==> src/rtl/fetch_queue.sv <==
// fetch_queue: prefetching instruction fetch unit.
// Owns the fetch PC, keeps at most one read outstanding on the shared memory
// bus, and buffers returned words with their PCs in a DEPTH-entry FIFO that
// decode drains over a valid/ready handshake. A redirect (flush) empties the
// FIFO and discards the in-flight word when it eventually returns.
module fetch_queue #(
    parameter int          DEPTH    = 4,
    parameter logic [31:0] PC_STEP  = 32'd4,
    parameter logic [31:0] RESET_PC = 32'h0000_0000
) (
    input  logic                       clk,
    input  logic                       rstn,
    input  logic                       flush,
    input  logic [31:0]                redirect_pc,
    output logic                       request_enable,
    output logic                       mode,
    output logic [31:0]                addr,
    output logic [31:0]                wdata,
    output logic [3:0]                 wstrb,
    input  logic                       response_enable,
    input  logic [31:0]                data,
    output logic                       instr_valid,
    input  logic                       instr_ready,
    output logic [31:0]                instr_raw,
    output logic [31:0]                instr_pc,
    output logic [$clog2(DEPTH):0]     count
);

    localparam int   AW          = $clog2(DEPTH);
    localparam int   CW          = AW + 1;
    localparam logic MEMREQ_READ = 1'b0;

    typedef enum logic [0:0] {
        ST_IDLE = 1'b0,
        ST_WAIT = 1'b1
    } state_t;

    state_t          state_r;
    logic [31:0]     fetch_pc_r;
    logic            discard_r;
    logic            request_enable_r;
    logic [31:0]     addr_r;

    logic [63:0]     mem_r [DEPTH];
    logic [AW-1:0]   rd_ptr_r;
    logic [AW-1:0]   wr_ptr_r;
    logic [CW-1:0]   count_r;

    logic            push_s;
    logic            pop_s;
    logic            has_space_s;
    logic [63:0]     head_s;

    // Queue handshakes; a flush cancels both the pop and the push of its cycle.
    always_comb begin
        push_s      = 1'b0;
        pop_s       = 1'b0;
        has_space_s = (count_r < CW'(DEPTH));
        if (flush) begin
            push_s = 1'b0;
            pop_s  = 1'b0;
        end else begin
            push_s = (state_r == ST_WAIT) && response_enable && !discard_r;
            pop_s  = (count_r != {CW{1'b0}}) && instr_ready;
        end
    end

    // Fetch control FSM: issue one read at a time, handle redirects and stale returns.
    always_ff @(posedge clk or negedge rstn) begin
        if (!rstn) begin
            state_r          <= ST_IDLE;
            fetch_pc_r       <= RESET_PC;
            discard_r        <= 1'b0;
            request_enable_r <= 1'b0;
            addr_r           <= 32'h0000_0000;
        end else if (flush) begin
            // Low two bits are forced to zero so the fetch PC stays word aligned.
            fetch_pc_r       <= redirect_pc & 32'hFFFF_FFFC;
            request_enable_r <= 1'b0;
            if (state_r == ST_WAIT) begin
                if (response_enable) begin
                    // The stale word arrives right now: drop it, nothing left in flight.
                    state_r   <= ST_IDLE;
                    discard_r <= 1'b0;
                end else begin
                    // The stale word is still coming: remember to swallow it.
                    state_r   <= ST_WAIT;
                    discard_r <= 1'b1;
                end
            end else begin
                state_r   <= ST_IDLE;
                discard_r <= discard_r;
            end
        end else begin
            case (state_r)
                ST_IDLE: begin
                    if (has_space_s) begin
                        request_enable_r <= 1'b1;
                        addr_r           <= fetch_pc_r;
                        fetch_pc_r       <= fetch_pc_r + PC_STEP;
                        state_r          <= ST_WAIT;
                    end else begin
                        request_enable_r <= 1'b0;
                        state_r          <= ST_IDLE;
                    end
                end
                ST_WAIT: begin
                    request_enable_r <= 1'b0;
                    if (response_enable) begin
                        discard_r <= 1'b0;
                        state_r   <= ST_IDLE;
                    end else begin
                        state_r   <= ST_WAIT;
                    end
                end
                default: begin
                    request_enable_r <= 1'b0;
                    discard_r        <= 1'b0;
                    state_r          <= ST_IDLE;
                end
            endcase
        end
    end

    // FIFO pointers and occupancy; space is reserved at issue so a push never overflows.
    always_ff @(posedge clk or negedge rstn) begin
        if (!rstn) begin
            rd_ptr_r <= {AW{1'b0}};
            wr_ptr_r <= {AW{1'b0}};
            count_r  <= {CW{1'b0}};
        end else if (flush) begin
            rd_ptr_r <= {AW{1'b0}};
            wr_ptr_r <= {AW{1'b0}};
            count_r  <= {CW{1'b0}};
        end else begin
            if (push_s) begin
                wr_ptr_r <= wr_ptr_r + AW'(1'b1);
            end else begin
                wr_ptr_r <= wr_ptr_r;
            end
            if (pop_s) begin
                rd_ptr_r <= rd_ptr_r + AW'(1'b1);
            end else begin
                rd_ptr_r <= rd_ptr_r;
            end
            case ({push_s, pop_s})
                2'b10:   count_r <= count_r + CW'(1'b1);
                2'b01:   count_r <= count_r - CW'(1'b1);
                default: count_r <= count_r;
            endcase
        end
    end

    // FIFO storage: {pc, instr} per entry; contents are meaningless until pushed.
    always_ff @(posedge clk) begin
        if (push_s) begin
            mem_r[wr_ptr_r] <= {addr_r, data};
        end
    end

    assign head_s         = mem_r[rd_ptr_r];
    assign instr_pc       = head_s[63:32];
    assign instr_raw      = head_s[31:0];
    assign instr_valid    = (count_r != {CW{1'b0}});
    assign count          = count_r;
    assign request_enable = request_enable_r;
    assign addr           = addr_r;
    assign mode           = MEMREQ_READ;
    assign wdata          = 32'h0000_0000;
    assign wstrb          = 4'h0;

endmodule

==> config.mk <==
export PLATFORM = sky130hd
export DESIGN_NAME = fetch_queue
export DESIGN_NICKNAME = d
export VERILOG_FILES = /design/src/rtl/fetch_queue.sv
export SDC_FILE = /design/constraint.sdc
export NUM_CORES = 1
export LEC_CHECK = 0
export BUFFER_PORTS_ARGS = -buffer_cell sky130_fd_sc_hd__buf_2
export CORE_MARGIN = 2
export CORE_UTILIZATION = 56
export CTS_BUF_LIST = sky130_fd_sc_hd__clkbuf_16
export CTS_CLUSTER_SIZE = 12
export DETAILED_ROUTE_END_ITERATION = 6
export PLACE_DENSITY = 0.75
export SYNTH_ARGS = -nofsm -noshare
export SYNTH_HDL_FRONTEND = slang
export SYNTH_SLANG_ARGS = --single-unit
==> constraint.sdc <==
create_clock -name clk -period 3.22 [get_ports clk]
set_input_delay 0.483 -clock clk [delete_from_list [all_inputs] [get_ports clk]]
set_output_delay 0.483 -clock clk [all_outputs]
set_load 0.03 [all_outputs]
==> results.md <==
- The mean instance size in the synthesized netlist is 18.6 um2.
- The type of the worst min-delay path is in2async.
- Input and output buffers added on the ports amount to 163.
- Setup violations remaining at the end of the flow were counted as 0.
- The signed area change from the synthesized netlist to the final layout is 17.1%.
- The clock skew after layout is 16.1 ps.
- The count of mapped cells out of synthesis is 676.
- The highest net fanout along the worst path is 32.
- The signal on the critical path passes through buf_12, mux4_2, buf_2.
- Summing all multi-input logic gate instances after layout gives 3110 um2.
- The standard-cell row count is 54.
- For this run, the total global-route usage over all layers was measured as 21.0%.
- The XOR/XNOR share of the synthesized area is 2.29%.
- The worst path in the final design needs a cycle of 2900 ps, including I/O delays and setup.
- The synthesized design devotes to its leading area cell type 59.1% of total area.
- The fmax is 0.345 GHz.
- The number of diodes is 0.
- The synthesized netlist devotes 1.38% of its cell area to compound gates.
- The count of hold-fix buffers inserted at cts is 0.
- The slowest stage of the critical path belongs to the cell dfrtp_4.
- The net count reported at finish is 944.
- The buffer levels on the longest clock path is 3.
- After detailed routing, the number of remaining DRC violations is 0.
- The first global-routing pass estimated 38.3 mm of wire.
- The share of layout cells above drive strength 1 is 38.1%.
- The combined flip-flop and latch cell area is 9210 um2.
- The arrival time at the worst endpoint is 2420 ps.
- The endpoint class of the critical path is an output port.
- For this run, the share of the core covered by cells in the final layout is 67.2%.
- Setup repair after global routing left no endpoint under its margin.
- The core region area is 22000 um2.
- After detailed routing, the number of vias per cell comes to 5.61.
- The later pin in the worst-skew pair is clocked with a latency of 500 ps.
- After clock tree synthesis, the clock-pin slew on the worst setup and hold paths is 60 ps.
- The adder-cell area share of the yosys netlist is 0.655%.
- After synthesis, the most frequently instantiated cells are edfxtp_1 (248), dfrtp_1 (70), mux4_2 (62).
- The startpoint type of the worst setup path is a register.
- CTS placed an instance of clkbuf_16 at the clock tree root.
- In this run, the number of DRC markers left after iteration 0 of detailed routing was 533.
- After clock tree synthesis, the setup repair step added 0 buffers.
- TritonCTS built the clock tree.
- By instance count, the leading cell after synthesis is edfxtp_1.
- Global routing finished with a remaining overflow of 0.
- In the post-synthesis netlist, the biggest area contributors are edfxtp_1 (59%), dfrtp_1 (14%), mux4_2 (11%).
- The number of primary I/O pins is 207.
- The number of filler cells placed in the layout is 1475.
- The synthesized netlist contains 39 unique library cells.
- The proportion of register bits with asynchronous set or reset after synthesis is 22.0%.
- The critical path's top delay family is flip-flops.
- For this configuration, the core starts out at a cell density of 57.4%.
- The top flip-flop cell by instance count after synthesis is edfxtp_1.
- Measured against its own limit, the worst slew margin works out to 41.0%.
- The largest family of logic cells by synthesized area is multiplexers.
- The die width is 154 um.
- The detailed-route wire length is 24.5 mm.
- The power density of the placed cells is 801 nW/um2.
- Yosys mapped a number of flops with a built-in enable equal to 248.
- The die covers 23700 um2.
- The pin count of the biggest net entering global routing is 71.
- The count of cells resized by post-cts repair is 0.
- Multiplexer cells account for 14.3% of the synthesized area.
- The tool flagged a number of max-cap violations equal to 0.
- The static power due to leakage is 5.44 nW.
- Before antenna repair, the detailed router went through 5 iterations.
- The total via count after detailed routing is 6559.
- Summing every instance area after synthesis gives 12600 um2.
- The number of warnings issued by yosys is 0.
- Counting the buffers created by CTS gives 34.
- The number of buffers and inverters on the critical path is 2.
- The number of global-route vias before repair is 6954.
- Dividing the final minimum period by the clock period gives 90.1%.
- The detailed placement HPWL is 15.9 mm.
- The run finished with clean final reports.
- The leading area contributor after synthesis is edfxtp_1.
- The initial antenna violation count came to 0.
- The synthesized netlist devotes 4.71% of its cell area to simple gates.
- Measured along the y axis, the die boundary spans 154 um.
- The average wire length per cell after detail routing is 20.9 um.
- The pin slew with the least headroom to its limit is 885 ps.
- The tree built by TritonCTS fans out to 318 sinks.
- The accumulated negative setup slack is 0 ps.
- The critical path class is reg2out.
- The global placer's final weighted congestion is 0.818.
- Across the VDD grid, the largest voltage drop is 447 uV.
- The endpoint required time on the critical path is 2740 ps.
- The count of nets left with antenna violations once routing finished came out at 0.
- The number of endpoints with negative hold slack in the final report came to 0.
- Synthesis inferred 318 register bits.
- The number of H-tree levels is 2.
- The total chip power is 11.8 mW.
- The total count of max-transition violations in the final report is 0.
- The peak per-stage delay on the critical path is 900 ps.
- The fraction of the yosys area taken by sequential cells is 73.0%.
-- report_power, final --
part | switching [mW] | internal, mW
sequential | 0.506 | 5.04
clock | 1.46 | 2.21
combinational | 1.63 | 0.986
total | 3.60 | 8.23
-- layout make-up --
| class | count | share of cell area (%) |
|---|---|---|
| Timing Repair Buffer | 186 | 6.88 |
| Sequential cell | 318 | 62.4 |
| Tap cell | 280 | 2.37 |
| Inverter | 6 | 0.153 |
| Multi-Input combinational cell | 323 | 21.1 |
| Clock inverter | 20 | 0.882 |
| Clock buffer | 37 | 6.27 |
-- cells in the final DEF, fill, tap and decap left out, types with 4 or more instances in the layout --
cell type	synthesis	final
edfxtp_1	248	248
buf_2	5	162
dfrtp_1	70	68
mux4_2	62	62
nand2_1	45	45
conb_1	1	41
clkbuf_16	0	37
mux2_2	33	33
buf_4	42	22
o21ai_0	21	21
xnor2_1	18	18
inv_1	6	16
nor2_1	16	15
xor2_1	15	15
nand3_1	12	12
nor3_1	8	8
nand4_1	7	7
clkinv_1	0	6
ha_1	5	5
and2_4	0	4
o21ai_1	4	4
-- metal layers --
layer	up-vias	part of all wire, %	global-route usage (%)	wire length [um]
met3	54	6.4	3.89	1580
met2	276	49	34.8	12100
met5	-	0	0	0
met1	3315	42	28.4	10200
li1	2914	-	-	-
met4	0	2.6	7.12	641
-- through the flow --
stage | hold slack, ps | cell area (um2) | setup WS [ps] | instances
2_1_floorplan | 187 | 12700 | 320 | 716
5_1_grt | 170 | 14800 | 160 | 1170
6_report | 107 | 14800 | 319 | 1170
3_5_place_dp | 532 | 13700 | 781 | 1113
3_3_place_gp | 497 | 13700 | 778 | 1113
4_1_cts | 131 | 14800 | 244 | 1170
-- kinds of logic (layout without fill, tap and decap cells) --
group / Yosys count / count (layout)
AOI/OAI and AO/OA: 32 / 32
xor gates and xnor gates: 33 / 33
adders and majority gates: 6 / 6
buffers and inverters: 75 / 249
DFF: 318 / 318
muxes: 98 / 98
other: 1 / 41
and+or+nand+nor: 113 / 113
-- registers in the layout, summed over array words and instances (netlist names) --
register,flops
wr_ptr_r,2
fetch_pc_r,30
count,3
state_r,1
request_enable,1
rd_ptr_r,2
discard_r,1
mem_r,248
addr,30
-- worst paths after layout --
path | startpoint | slack [ps] | depth (start not counted) | to
worst min-delay path | rstn | 110 | 1 | addr[5]$_DFFE_PN0P_
worst max-delay path | rd_ptr_r[0]$_DFFE_PN0P_ | 320 | 3 | instr_pc[27]
min in group clk | response_enable | 200 | 2 | discard_r$_DFFE_PN0P_
worst min register to register | discard_r$_DFFE_PN0P_ | 540 | 2 | discard_r$_DFFE_PN0P_
max in group asynchronous | rstn | 2460 | 1 | rd_ptr_r[0]$_DFFE_PN0P_
worst max register to register | count[2]$_DFFE_PN0P_ | 1000 | 5 | fetch_pc_r[27]$_DFFE_PN0P_
Power figures use the tool's default switching activity.
